`src/rtl/reg_host.sv`:
```
// Command-driven register host: write-fill, read-burst and go/wait operations
// against a device with a registered read port, returning responses over a
// valid/ready channel.
module reg_host #(
  parameter int DEPTH   = 5,
  parameter int TIMEOUT = 1024
) (
  input  logic             clk_u,
  input  logic             rst,
  input  logic             cmd_valid,
  output logic             cmd_ready,
  input  logic [1:0]       cmd_op,
  input  logic [DEPTH-1:0] cmd_addr,
  input  logic [DEPTH-1:0] cmd_len,
  input  logic [31:0]      cmd_data,
  output logic             rsp_valid,
  input  logic             rsp_ready,
  output logic [31:0]      rsp_data,
  output logic             rsp_last,
  output logic             rsp_err,
  output logic             dev_start,
  input  logic             dev_ready,
  output logic             dev_we,
  output logic [DEPTH-1:0] dev_addr,
  output logic [31:0]      dev_wdata,
  input  logic [31:0]      dev_rdata
);

  localparam int CW = $clog2(TIMEOUT + 1);

  typedef enum logic [2:0] {
    IDLE, WR, RD_ISS, RD_CAP, RD_RSP, GO_PULSE, GO_WAIT, RSP
  } state_t;

  state_t           state_q, state_d;
  logic [DEPTH-1:0] len_q, len_d;
  logic [CW-1:0]    cnt_q, cnt_d;
  logic             rsp_valid_q, rsp_valid_d;
  logic [31:0]      rsp_data_q, rsp_data_d;
  logic             rsp_last_q, rsp_last_d;
  logic             rsp_err_q, rsp_err_d;
  logic             dev_start_q, dev_start_d;
  logic             dev_we_q, dev_we_d;
  logic [DEPTH-1:0] dev_addr_q, dev_addr_d;
  logic [31:0]      dev_wdata_q, dev_wdata_d;

  // Gated by rst so no command can be accepted in a reset cycle.
  assign cmd_ready = (state_q == IDLE) && !rst;

  assign rsp_valid = rsp_valid_q;
  assign rsp_data  = rsp_data_q;
  assign rsp_last  = rsp_last_q;
  assign rsp_err   = rsp_err_q;
  assign dev_start = dev_start_q;
  assign dev_we    = dev_we_q;
  assign dev_addr  = dev_addr_q;
  assign dev_wdata = dev_wdata_q;

  always_comb begin
    state_d     = state_q;
    len_d       = len_q;
    cnt_d       = cnt_q;
    rsp_valid_d = rsp_valid_q;
    rsp_data_d  = rsp_data_q;
    rsp_last_d  = rsp_last_q;
    rsp_err_d   = rsp_err_q;
    dev_start_d = dev_start_q;
    dev_we_d    = dev_we_q;
    dev_addr_d  = dev_addr_q;
    dev_wdata_d = dev_wdata_q;

    case (state_q)
      IDLE: begin
        if (cmd_valid && cmd_ready) begin
          len_d = cmd_len;
          case (cmd_op)
            2'b00: begin
              state_d     = WR;
              dev_we_d    = 1'b1;
              dev_addr_d  = cmd_addr;
              dev_wdata_d = cmd_data;
            end
            2'b01: begin
              state_d    = RD_ISS;
              dev_addr_d = cmd_addr;
            end
            2'b10: begin
              state_d     = GO_PULSE;
              dev_start_d = 1'b1;
            end
            default: begin
              state_d     = RSP;
              rsp_valid_d = 1'b1;
              rsp_data_d  = '0;
              rsp_last_d  = 1'b1;
              rsp_err_d   = 1'b1;
            end
          endcase
        end
      end

      WR: begin
        if (len_q == '0) begin
          state_d     = RSP;
          dev_we_d    = 1'b0;
          rsp_valid_d = 1'b1;
          rsp_data_d  = '0;
          rsp_last_d  = 1'b1;
          rsp_err_d   = 1'b0;
        end else begin
          dev_addr_d = dev_addr_q + DEPTH'(1);
          len_d      = len_q - DEPTH'(1);
        end
      end

      // Device read data for the address driven here arrives in RD_CAP.
      RD_ISS: state_d = RD_CAP;

      RD_CAP: begin
        state_d     = RD_RSP;
        rsp_valid_d = 1'b1;
        rsp_data_d  = dev_rdata;
        rsp_last_d  = (len_q == '0);
        rsp_err_d   = 1'b0;
      end

      RD_RSP: begin
        if (rsp_ready) begin
          rsp_valid_d = 1'b0;
          if (len_q == '0) begin
            state_d = IDLE;
          end else begin
            state_d    = RD_ISS;
            dev_addr_d = dev_addr_q + DEPTH'(1);
            len_d      = len_q - DEPTH'(1);
          end
        end
      end

      // dev_ready is deliberately not looked at during the pulse cycle.
      GO_PULSE: begin
        state_d     = GO_WAIT;
        dev_start_d = 1'b0;
        cnt_d       = CW'(1);
      end

      GO_WAIT: begin
        if (dev_ready) begin
          state_d     = RSP;
          rsp_valid_d = 1'b1;
          rsp_data_d  = 32'(cnt_q);
          rsp_last_d  = 1'b1;
          rsp_err_d   = 1'b0;
        end else if (cnt_q == CW'(TIMEOUT)) begin
          state_d     = RSP;
          rsp_valid_d = 1'b1;
          rsp_data_d  = 32'(TIMEOUT);
          rsp_last_d  = 1'b1;
          rsp_err_d   = 1'b1;
        end else begin
          cnt_d = cnt_q + CW'(1);
        end
      end

      RSP: begin
        if (rsp_ready) begin
          state_d     = IDLE;
          rsp_valid_d = 1'b0;
        end
      end

      default: state_d = IDLE;
    endcase
  end

  always_ff @(posedge clk_u) begin
    if (rst) begin
      state_q     <= IDLE;
      len_q       <= '0;
      cnt_q       <= '0;
      rsp_valid_q <= 1'b0;
      rsp_data_q  <= '0;
      rsp_last_q  <= 1'b0;
      rsp_err_q   <= 1'b0;
      dev_start_q <= 1'b0;
      dev_we_q    <= 1'b0;
      dev_addr_q  <= '0;
      dev_wdata_q <= '0;
    end else begin
      state_q     <= state_d;
      len_q       <= len_d;
      cnt_q       <= cnt_d;
      rsp_valid_q <= rsp_valid_d;
      rsp_data_q  <= rsp_data_d;
      rsp_last_q  <= rsp_last_d;
      rsp_err_q   <= rsp_err_d;
      dev_start_q <= dev_start_d;
      dev_we_q    <= dev_we_d;
      dev_addr_q  <= dev_addr_d;
      dev_wdata_q <= dev_wdata_d;
    end
  end

endmodule

```
`config.mk`:
```
export PLATFORM = sky130hd
export DESIGN_NAME = reg_host
export DESIGN_NICKNAME = d
export VERILOG_FILES = /design/src/rtl/reg_host.sv
export SDC_FILE = /design/constraint.sdc
export NUM_CORES = 1
export LEC_CHECK = 0
export CAP_MARGIN = 10
export CORE_MARGIN = 2
export CORE_UTILIZATION = 44
export DETAILED_ROUTE_END_ITERATION = 8
export GPL_ROUTABILITY_DRIVEN = 0
export HOLD_SLACK_MARGIN = 0.1
export PLACE_DENSITY = 0.8
export SYNTH_ARGS = -nofsm -noshare
export SYNTH_HDL_FRONTEND = slang
export SYNTH_SLANG_ARGS = --single-unit
export TNS_END_PERCENT = 1
```
`constraint.sdc`:
```
create_clock -name clk_u -period 2.6 [get_ports clk_u]
set_clock_uncertainty 0.1 [all_clocks]
set_input_delay 0.52 -clock clk_u [delete_from_list [all_inputs] [get_ports clk_u]]
set_output_delay 0.52 -clock clk_u [all_outputs]
set_load 0.02 [all_outputs]
```
[After elaboration in Yosys (flattened, before gate mapping)]
Index checks and enable logic that the tools add are counted.
Operators by class
  $add $sub $neg: 3
  equality and inequality tests: 22
  mux-type cells: 44
  reductions and logical operators: 24
Operator list (count)
  2-to-1 mux 32 bit: 5
  one-hot mux 32 bit (4 select lines): 1
  2-to-1 mux 5 bit: 7
  one-hot mux 5 bit (3 select lines): 2
  one-hot mux 3 bit (8 select lines): 1
  2-to-1 mux 11 bit: 2
  one-hot mux 11 bit (2 select lines): 1
  2-to-1 mux 3 bit: 6
  inequality test 2 bit (second input constant): 7
  == test 3 bit (second input constant): 4
  2-to-1 mux 1 bit: 12
  AND reduction 3 bit: 4
  adder 11 x 1 -> 11 bit (second input constant): 1
  == test 11 bit (second input constant): 1
  AND reduction 5 bit: 2
  one-hot mux 3 bit (3 select lines): 1
  inequality test 2 x 1 -> 1 bit (second input constant): 4
  one-hot mux 1 bit (4 select lines): 2
  AND reduction 4 bit: 2
  == test 3 x 2 -> 1 bit (second input constant): 2
  AND reduction 6 bit: 1
  nonzero test 2 bit: 3
  adder 5 x 1 -> 5 bit (second input constant): 1
  zero test 5 bit: 1
  17 further kinds: 20
Word-level totals
  flip-flop bits (word level): 93
  input bits: 81
  output and inout port bits: 75
  logic and storage cells: 104

[Logic depth before layout (Yosys ltp)]
Gate-level depths: netlist of run 1.
  depth in word-level cells: 5
  depth in mapped cells: 8
  gate-level depth less buffers: 6

[Worst setup path after synthesis of run 1]
Ideal clock, no wire load.
  kind: register to output
  start point: register state_q[2]
  end point: output cmd_ready
  arrival time: 1646 ps
  data required time: 1980 ps
  slack: 334 ps
  cell stages (with the launch flop): 5
  buffers on the path: 3
  cells stage by stage: dfxtp_1 > buf_2 > clkbuf_1 > buf_1 > nor4_1
On the way
  word-level cells in the longest chain between the ends: 2
Ends and longest elaborated chain
  start, declared: line 35  | state_t state_q, state_d;
  start signal, assigned: line 190  | state_q <= state_d;
  zero test 3 bit: line 48  | assign cmd_ready = (state_q == IDLE) && !rst;
  logical AND 1 bit: line 48
  end, declared: line 11  | output logic cmd_ready,
Every way passes these cells.

[Worst setup path after layout of run 1]
Ends and elaborated chain as after synthesis.

==> metrics.md, run 1 <==
| Metric | Value |
|---|---|
| Register area share after synthesis | between 40% and 50% |
| Combinational power share | 41.7% |
| RSZ-0062 raised after global routing | no |
| Worst Path Required | 1980 ps |
| Share of layout cells above drive strength 1 | 8.44% |
| Initial Utilization | 45.1% |
| First-pass DRT Iterations | 4 |
| Initial antenna violation count | 0 |
| Clock power frac | 22.3% |
| H-tree depth | 3 |
| Worst hold path class | register to register |
| Postcts setup bufs | 0 |
| Most frequent cells in the layout | clkdlybuf4s50_1, dfxtp_1, nand2_1 |
| #FFs+latches synth | 93 |
| Commonest non-fill, non-tap cell in the layout | clkdlybuf4s50_1 |
| Vias after detailed routing | between 4k and 5k |
| CP max stage delay | just under 700 ps |
| Row count | 35 |
| Largest net degree at the start of global routing | 37 |
| DIE AREA | 10,200 um2 |
| Nets@finish | 708 |
| Post-synth EDFFs | 0 |
| Core ar. | between 9000 and 10,000 um2 |
| Layout overhead on the synthesized area | 46.9% |
| Syn nets | 554 |
| Multi-input gate area | 2100 um2 |
| Slew HR | 50.4% |
| Clock transition at path regs | roughly 90 ps |
| Ys async rst share | 0% |
| Simple-gate share of the synthesized area | between 20% and 30% |
| Post-route clock period utilization | 97.3% |
| Hold_sp | rsp_last |
| Reg area | about 1900 um2 |
| Hold Violations, Final | 0 |
| Slowest CP cell | clkdlybuf4s50_1 |
| Iteration-0 DRC Markers | 249 |
| Die Wd | 101 um |
| FMAX | 395 MHz |
| Final number of setup-violating endpoints | 0 |
| Max-slew violations | 0 |
| TritonCTS Sinks | 93 |
| XOR/XNOR share of the synthesized area | 0.634% |
| Post-route ant nets | 0 |
| Sequential power share | 36.1% |
| Cells after Synth | around 470 |
| Pleak | 2.15 nW |
| Top Ports | 156 |
| Util after Layout | approximately 66% |
| Mapped cell area | slightly above 4000 um2 |
| Peak VDD IR | 0.000461 V |
| Mux cell area share after synthesis | ~1.5% |
| Diode count | 0 |
| Worst-Skew Late Latency | 360 ps |
| Vias/cell | 5.63 |
| Fin area | 6090 um2 |
| GRT Residual Overflow | 0 |
| Critical path class | register to output port |
| CTS tree | built |
| Port Buffers | 155 |
| Synth Area in Adders | 1.21% |
| Cell depth of the worst hold path | 2 |
| Clk buf depth | 2 |
| Die Ht | 101 um |
| PD cells | 811 nW/um2 |
| R2R cell count | 7 |
| Distinct cells, synth | around 70 |
| CP max FO | 22 |
| WL/cell | 16.6 um |
| Total CTS buffers | 9 |
| Final WL | 12,200 um |
| CP endpoint kind | output port |
| Critical path launch point type | register |
| Post-DP HPWL | between 8000 and 9000 um |
| CTS root buffer | clkbuf_8 |
| Main synth FF type | dfxtp_1 |
| Cell internal pwr | 0.00305 W |
| Cell Area, Placed | 5870 um2 |
| Sw frac | 38.2% |
| Mean area per synthesized cell | 8.84 um2 |
| Vias in the first global route | 3,865 |
| CTS Hold Bufs | 0 |
| Critical Path Source | state_q[2] |
| CP cell instances | nor4_1, clkdlybuf4s50_1 |
| Total track usage | 23.2% |
| Max_cap viols | 0 |
| Status | finished, final reports clean |
| Sw Pwr | 0.00189 W |
| Compound-Gate Fraction of Synth Area | 26.6% |
| First-pass GRT wire length | 19,200 um |
| FF-to-FF Start | len_q[0] |
| Least-Margin Pin Slew | 741 ps |
| Post-layout min period | 2530 ps |
| Largest family of logic cells by synthesized area | compound AO/OA/AOI/OAI gates |
| Setup TNS | 0 ps |
| Fillers | 752 |
| WP data arrival | 1910 ps |
| # DRC | 0 |
| YS warnings | 0 |
sequential cells by signal, summed over array words and instances, names as in the netlist, 3 cells and up:
signal and flops:
cnt_q 11, dev_addr 5, dev_wdata 32, len_q 5
rsp_data 32, state_q 3
cell usage after synthesis, types with 2 or more instances:
cell       instances  area (um2)
o311ai_0           3        26.3
o31a_1             2        17.5
o21a_1             2        15.0
and3_1             4        25.0
and2_1             2        12.5
buf_2              6        30.0
nor3b_1            2        15.0
a31o_1             8        70.1
inv_1             13        48.8
a32oi_1           10        87.6
nor4b_1            2        17.5
a21oi_1           51         255
o211ai_1           2        15.0
o21ai_0            7        35.0
a22o_1            22         193
xnor2_1            2        17.5
nor2_1            20        75.1
nor3_1             4        20.0
nand4_1            3        18.8
nand2b_1           4        25.0
a31o_2             2        17.5
ha_1               4        50.1
a2111oi_0          2        17.5
a221oi_1           2        17.5
nand3_1           11        55.1
dfxtp_1           93        1860
a31oi_1            2        12.5
buf_6              2        22.5
nor4_1             4        25.0
a211oi_1           3        22.5
o31ai_1            7        52.6
nand2_1           86         323
a21o_1             2        15.0
o211a_1            2        20.0
a311oi_1           5        43.8
or3_1              4        25.0
mux2i_1            5        50.1
o32ai_1            2        17.5
or4_1              5        37.5
nor2b_1            6        37.5
clkbuf_1          24        90.1
per-layer routing:
metal	track usage (%)	up-vias	wire, um
met5	0	-	0
met4	9.67	0	290
met3	4.09	28	811
met2	36.6	160	5770
met1	31.2	1929	5380
li1	-	2041	-
final timing paths:
check,endpoint,slack [ps]
worst max-delay path,cmd_ready,70
worst min register to register,rsp_last,350
worst min-delay path,rsp_last,350
worst max register to register,rsp_data[22],320
power groups by stage:
stage	Combinational, W	Clock, W	Sequential (W)
floorplan	0.00121	0	0.00185
global placement	0.00197	0	0.00180
detailed placement	0.00202	0	0.00181
CTS	0.00204	0.00111	0.00178
global route	0.00224	0.00118	0.00181
finish	0.00206	0.00110	0.00178
cell families (layout without fill, tap and decap cells):
logic type	count (synthesis)	count (layout)
and+or+nand+nor	168	168
AOI/OAI and AO/OA	149	149
DFF	93	93
buffers and inverters	46	205
muxes	6	6
adders and majority gates	4	4
xor gates and xnor gates	3	3
metrics by stage:
| step | power, W | hold WS [ps] | instances | setup WS, ps |
|---|---|---|---|---|
| after floorplan | 0.00306 | 354 | 469 | 334 |
| after global placement | 0.00377 | 340 | 723 | 123 |
| after detailed placement | 0.00383 | 341 | 723 | 77.9 |
| after CTS | 0.00494 | 356 | 739 | 49.9 |
| after global routing | 0.00523 | 371 | 739 | 22.2 |
| final | 0.00494 | 354 | 739 | 71.1 |
critical path, delay by kind of cell (launching register included):
family	cells	cell delay, ps
AND/OR/NAND/NOR	1	400
buffers and inverters	1	690
flip-flops	1	460
area by class of cell:
cell class,count,area share [%]
multi-input cells,330,34.5
flip-flops and latches,93,30.6
repair buffers,176,28.2
well taps,111,2.28
clock buffers,10,2.10
clock inverters,6,1.54
inverters,13,0.801
timing repair:
action,in CTS,in global routing
endpoints found under the setup margin,1,0
gates resized for setup,1,0
hold endpoints to repair,0,0
Note: power is estimated with default switching activity, not from simulation.
==> run 2: changes to the inputs <==
--- a/config.mk
+++ b/config.mk
@@ -5,13 +5,14 @@
 export SDC_FILE = /design/constraint.sdc
 export NUM_CORES = 1
 export LEC_CHECK = 0
-export CAP_MARGIN = 10
+export CAP_MARGIN = 30
 export CORE_MARGIN = 2
 export CORE_UTILIZATION = 44
 export DETAILED_ROUTE_END_ITERATION = 8
 export GPL_ROUTABILITY_DRIVEN = 0
 export HOLD_SLACK_MARGIN = 0.1
 export PLACE_DENSITY = 0.8
+export RECOVER_POWER = 50
 export SYNTH_ARGS = -nofsm -noshare
 export SYNTH_HDL_FRONTEND = slang
 export SYNTH_SLANG_ARGS = --single-unit
==> run 2 against run 1 <==
  * Power shrank 0.73%
  * Final cell count unchanged
  * Non-clock buffer count stayed put
  * Register-to-register slack lost 70 ps
  * Combinational power barely moved
  * Core utilization shrank 0.11 points
  * First-iteration DRC count rose by 7.2%
  * Die area unchanged
  * Highest routed layer unchanged
==> metrics.md, run 2 (synthesized netlist as in run 1, its figures left out) <==
| Metric | Value |
|---|---|
| Total track usage | between 20% and 30% |
| Setup slack, reg-to-reg | 250 ps |
| Largest net degree at the start of global routing | 37 |
| Clock transition at path regs | 90 ps |
| Die Wd | 101 um |
| PD cells | 807 nW/um2 |
| FF-to-FF Start | cnt_q[5] |
| Worst hold path class | register to register |
| Core ar. | 9200 um2 |
| Most frequent cells in the layout | dfxtp_1, nand2_1, clkdlybuf4s50_1 |
| First-pass GRT wire length | about 19,000 um |
| CP cell instances | nor4_1, clkdlybuf4s50_1 |
| Vias/cell | ~5.6 |
| WL/cell | roughly 17 um |
| Critical path class | register to output port |
| Clk buf depth | 2 |
| CP max stage delay | 690 ps |
| Post-layout min period | 2520 ps |
| # DRC | 0 |
| First-pass DRT Iterations | 4 |
| Iteration-0 DRC Markers | 267 |
| FF-to-FF End | rsp_data[10] |
| Worst Path Required | 1980 ps |
| Worst-Skew Late Latency | 360 ps |
| Port Buffers | 155 |
| Fin area | 6080 um2 |
| Final number of setup-violating endpoints | 0 |
| Row count | 35 |
| Initial Utilization | 45.1% |
| Hold EP | rsp_last |
| WP data arrival | about 1900 ps |
| RSZ-0062 raised after global routing | no |
| Slew HR | 50.1% |
| Initial antenna violation count | 0 |
| Nets@finish | 708 |
| Post-cts gate resize count | 1 |
| Critical path launch point type | register |
| Hold Violations, Final | 0 |
| Share of layout cells above drive strength 1 | under 10% |
| Total CTS buffers | 9 |
| TritonCTS Sinks | 93 |
| Final WL | about 12,000 um |
| CTS root buffer | clkbuf_8 |
| Layout overhead on the synthesized area | 46.7% |
| CTS tree | built |
| Die Ht | 101 um |
| FMAX | 396 MHz |
| Top Ports | 156 |
| CTS Hold Bufs | 0 |
| Post-route clock period utilization | 97.0% |
| Post-DP HPWL | around 8900 um |
| Max_cap viols | 0 |
| Max-slew violations | 0 |
| Cell Area, Placed | 5870 um2 |
| Fillers | between 700 and 800 |
| Least-Margin Pin Slew | 746 ps |
| Commonest non-fill, non-tap cell in the layout | dfxtp_1 |
| H-tree depth | 3 |
| Post-route ant nets | 0 |
| Postcts setup bufs | 0 |
| Cell depth of the worst hold path | 2 |
| Hold_sp | rsp_last |
| Vias in the first global route | approximately 3.9k |
| CP delay by family, top | buffers and inverters |
| Peak VDD IR | about 0.00046 V |
| Slowest CP cell | clkdlybuf4s50_1 |
| CP max FO | 22 |
| Pleak | ~2.4 nW |
| Setup TNS | 0 ps |
| CP endpoint kind | output port |
| R2R cell count | 5 |
| Util after Layout | 66.1% |
| GRT Residual Overflow | 0 |
| Status | finished, final reports clean |
| DIE AREA | 10,200 um2 |
| Diode count | 0 |
| Buf/Inv on CP | 1 |
| Vias after detailed routing | 4,147 |
run 2: routing by layer:
metal	vias to the layer above	GRT usage, %	part of all wire, %
met5	-	0	0
met4	0	9.67	2.4
met3	29	4.09	6.8
met2	158	36.6	47
met1	1913	31.2	44
li1	2047	-	-
run 2: worst max path at each step:
stage | startpoint | end | slack, ps | cells past startpoint
after global placement | dev_ready | cnt_q[9] | 120 | 5
after CTS | state_q[2] | cmd_ready | 50 | 2
after global routing | state_q[2] | cmd_ready | 20 | 2
after floorplan | state_q[2] | cmd_ready | 330 | 4
final | state_q[2] | cmd_ready | 80 | 2
after detailed placement | dev_ready | cnt_q[9] | 80 | 5
run 2: area by class of cell:
type	count	area (um2)	area share (%)
clock buffer	10	128	2.10
clock inverter	6	93.8	1.54
inverter	13	48.8	0.803
multi-input combinational	330	2100	34.5
sequential	93	1860	30.6
tap	111	139	2.28
timing repair buffer	176	1710	28.1
run 2: power by group:
part           total, W  internal [W]  switching, W
combinational   0.00203      0.000872       0.00116
clock           0.00110      0.000555      0.000544
sequential      0.00178       0.00159      0.000189
run 2: through the flow:
step	instances	hold slack, ps	setup slack [ps]	total power (W)
after detailed placement	723	341	77.9	0.00383
after global placement	723	340	123	0.00377
final	739	349	77.9	0.00491
after CTS	739	356	49.9	0.00494
after floorplan	469	354	334	0.00306
after global routing	739	368	22.4	0.00519
run 2: worst register-to-register path: stages (launching register included):
cell and delay (ps):
dfxtp_1 380, or4_1 670, o31ai_4 390, buf_4 220
nand3_4 160, mux2_2 320
==> patch 1 (flow settings as in run 1) <==
Change the parameter `DEPTH` from 5 to 4.
--- a/src/rtl/reg_host.sv
+++ b/src/rtl/reg_host.sv
@@ -4,3 +4,3 @@
 module reg_host #(
-  parameter int DEPTH   = 5,
+  parameter int DEPTH   = 4,
   parameter int TIMEOUT = 1024
Interface: changed (resized cmd_addr, cmd_len and dev_addr); port bits go from 156 to 153. No check against the original RTL was run, so the function may have changed too.
==> patch 1 against run 1 <==
Setup slack better by 0.27 ns; cell area shrank 3.8%; highest routed layer unchanged; critical endpoint is now rsp_data[4]; sequential share of layout area rose by 0.51 points; global-route usage down 1.4 points; total power down 11%; synthesized area fell by 4.7%; critical path depth grew 5; sequential cell count is 2 lower; worst hold slack better by 0.0030 ns; synthesized cell count is 4.7% lower; wire length down 9.9%.
==> patch 1: results (changes against run 1) <==
{| class="wikitable"
! Metric !! Value
|-
| Relative slew slack || 0.590 (+0.0859)
|-
| Signal arrival time at the worst endpoint || 2.42 ns (+0.51 ns)
|-
| Nets in the synthesized netlist || 530 (-4.3%)
|-
| Number of placed cells counting well taps || 693 (-4.1%)
|-
| Cell class contributing the biggest share of worst-path delay || simple AND/OR/NAND/NOR gates
|-
| Detailed route wirelength on metal2 || 5440 µm (-5.7%)
|-
| Non-clock inverters || 8 (-5)
|-
| Via count of the first global-routing pass || 3750 (-3.0%)
|-
| Adder and majority gate portion of the synthesized area || 0.0127 (+0.000601)
|-
| Total leakage power || 2.10 nW (-2.4%)
|-
| Library cell contributing the largest single delay on the critical path || sky130_fd_sc_hd__or4b_4
|-
| Wire length reported by the detailed router || 11000 µm (-9.9%)
|-
| Portion of netlist area occupied by mux cells || 0.0105 (-0.00433)
|-
| Post-DR wirelength/cell || 15.6 µm (-6.1%)
|-
| Most common library cells after synthesis || sky130_fd_sc_hd__dfxtp_1 (91), sky130_fd_sc_hd__nand2_1 (74), sky130_fd_sc_hd__a21oi_1 (42)
|-
| Met2 usage || 0.380 (+0.0142)
|-
| Share of final layout cell area taken by clock buffers and inverters || 0.0355 (-0.000905)
|-
| Count of cell types in the netlist || 63 (-7.4%)
|-
| Global routing usage on met3 || 0.0468 (+0.00589)
|-
| Length of routed met3 wiring || 640 µm (-21%)
|-
| Gate count after technology mapping || 447 (-4.7%)
|-
| Number of port buffers || 152 (-1.9%)
|-
| Post-layout nets || 679 (-4.1%)
|-
| Largest net degree at the start of global routing || 34 (-8.1%)
|-
| Multi-input gate count || 314 (-4.8%)
|-
| Number of filler cells placed in the layout || 753 (+0.13%)
|-
| Global-route track usage on met1 || 0.278 (-0.0340)
|-
| GR Util All Layers || 0.217 (-0.0143)
|-
| Sw power || 0.00159 W (-16%)
|-
| Non-clock buffer share || 0.287 (+0.00522)
|-
| Resize count post-CTS || 0 (-1)
|-
| Outcome || finished clean
|-
| Area occupied by multi-input gates || 1980 µm² (-5.7%)
|}
-- patch 1: through the flow --
step / area, µm² / hold WS (ns) / setup WS (ns)
after floorplan: 3950 / 0.355 / 0.357
after global placement: 5650 / 0.342 / 0.190
after detailed placement: 5650 / 0.347 / 0.173
after CTS: 5850 / 0.359 / 0.0775
after global routing: 5860 / 0.374 / 0.219
final: 5860 / 0.357 / 0.339
-- patch 1: path summary, 6_finish.rpt --
| check | slack (ns) | end | startpoint |
|---|---|---|---|
| hold reg to reg | 0.36 | dev_wdata[8] | dev_wdata[8] |
| setup / recovery | 0.34 | rsp_data[4] | cnt_q[0] |
| setup reg to reg | 0.34 | rsp_data[4] | cnt_q[0] |
| hold / removal | 0.36 | dev_wdata[8] | dev_wdata[8] |
-- patch 1: power groups by stage --
stage,clock network (W),registers (W),logic [W]
after floorplan,0,0.00177,0.000966
after global placement,0,0.00166,0.00171
after detailed placement,0,0.00167,0.00175
after CTS,0.00102,0.00164,0.00176
after global routing,0.00107,0.00166,0.00190
final,0.000993,0.00164,0.00176
==> patch 2 (config.mk and constraints of run 1) <==
Made on the original files. Take the reset off `rsp_data_q` and load it in a clocked block of its own.
--- a/src/rtl/reg_host.sv
+++ b/src/rtl/reg_host.sv
@@ -181,3 +181,2 @@
       rsp_valid_q <= 1'b0;
-      rsp_data_q  <= '0;
       rsp_last_q  <= 1'b0;
@@ -193,3 +192,2 @@
       rsp_valid_q <= rsp_valid_d;
-      rsp_data_q  <= rsp_data_d;
       rsp_last_q  <= rsp_last_d;
@@ -203,2 +201,6 @@
 
+  always_ff @(posedge clk_u) begin
+    rsp_data_q <= rsp_data_d;
+  end
+
 endmodule
Check against the original RTL: differs if rst is asserted again (counterexample within 4 cycles, from zero or initial values and one cycle with rst high); with rst held inactive, the same outputs for 4 cycles.
==> patch 2 against run 1 <==
Critical endpoint unchanged; combinational power up 30%; final cell count down 4.1%; non-clock buffer count down 4; total power up 15%; cell area about the same; wire length down 9.4%; global-route usage down 1.5 points; synthesized area down 0.72%; via count down 8.1%; worst hold slack better by 0.0038 ns; sequential cell count unchanged; setup slack better by 0.019 ns; sequential power up 19%.
==> patch 2: results (changes against run 1) <==
{| class="wikitable"
! Metric !! Value
|-
| FF/Latch Area || 2180 µm² (+17%)
|-
| Number of design-rule violations left by the first detailed-router iteration || 225 (-9.6%)
|-
| Met2 usage || 0.367 (+0.000903)
|-
| Peak supply drop || 0.503 mV (+9.2%)
|-
| Net Sw Frac || 0.384 (+0.00207)
|-
| Top area cells in the synthesized netlist || sky130_fd_sc_hd__dfxtp_1 (30%), sky130_fd_sc_hd__edfxtp_1 (23%), sky130_fd_sc_hd__nand2_1 (7.7%)
|-
| Cell Area, Placed || 5910 µm² (+0.68%)
|-
| P_clk || 0.000906 W (-18%)
|-
| Number of filler cells placed in the layout || 747 (-0.66%)
|-
| First-pass detailed-route iteration total || 5 (+1)
|-
| Share of final layout cell area taken by clock buffers and inverters || 0.0294 (-0.00697)
|-
| Worst hold slack || 0.358 ns (+0.00379 ns)
|-
| Via count of the first global-routing pass || 3583 (-7.3%)
|-
| Wire length on met1 || 4530 µm (-16%)
|-
| Number of placed cells counting well taps || 693 (-4.1%)
|-
| Critical-path maximum fanout || 3 (-86%)
|-
| Relative slew slack || 0.636 (+0.132)
|-
| Fraction of power consumed by the clock network || 0.159 (-0.064)
|-
| Area occupied by multi-input gates || 1850 µm² (-12%)
|-
| Critical R2R Capture || dev_addr[0]
|-
| Outcome || finished clean
|-
| Multi-input gate count || 305 (-7.6%)
|-
| Detailed-placement wirelength estimate || 8070 µm (-9.1%)
|-
| Sequential cell count || 93 (unchanged)
|-
| Count of cell types in the netlist || 54 (-21%)
|-
| Min-Delay Endpoint || dev_wdata[1]
|-
| Post-layout nets || 678 (-4.2%)
|-
| Signal arrival time at the worst endpoint || 1.89 ns (-0.02 ns)
|-
| Portion of the post-synthesis area used by sequential elements || 0.530 (+0.0811)
|-
| Largest net degree at the start of global routing || 53 (+43%)
|-
| Share of layout cells above drive strength 1 || 0.0953 (+0.0109)
|-
| Resize count post-CTS || 0 (-1)
|-
| Number of enable flip-flop cells after synthesis || 32 (+32)
|}
-- patch 2: cell count changes after synthesis, moves of 8 or more --
cell / before / now
sky130_fd_sc_hd__a22o_1: 22 / 10
sky130_fd_sc_hd__dfxtp_1: 93 / 61
sky130_fd_sc_hd__and2_1: 2 / 22
sky130_fd_sc_hd__a32oi_1: 10 / 1
sky130_fd_sc_hd__edfxtp_1: 0 / 32
sky130_fd_sc_hd__nor2_1: 20 / 28
sky130_fd_sc_hd__a21oi_1: 51 / 60
sky130_fd_sc_hd__a31o_1: 8 / 0
-- patch 2: kinds of logic after synthesis --
logic type / count (synthesis) / share of synthesized area
buffers and inverters: 40 / 0.0404
muxes: 1 / 0.00274
and+or+nand+nor: 171 / 0.197
xor gates and xnor gates: 9 / 0.0192
adders and majority gates: 4 / 0.0122
DFF: 93 / 0.530
AOI/OAI and AO/OA: 120 / 0.199
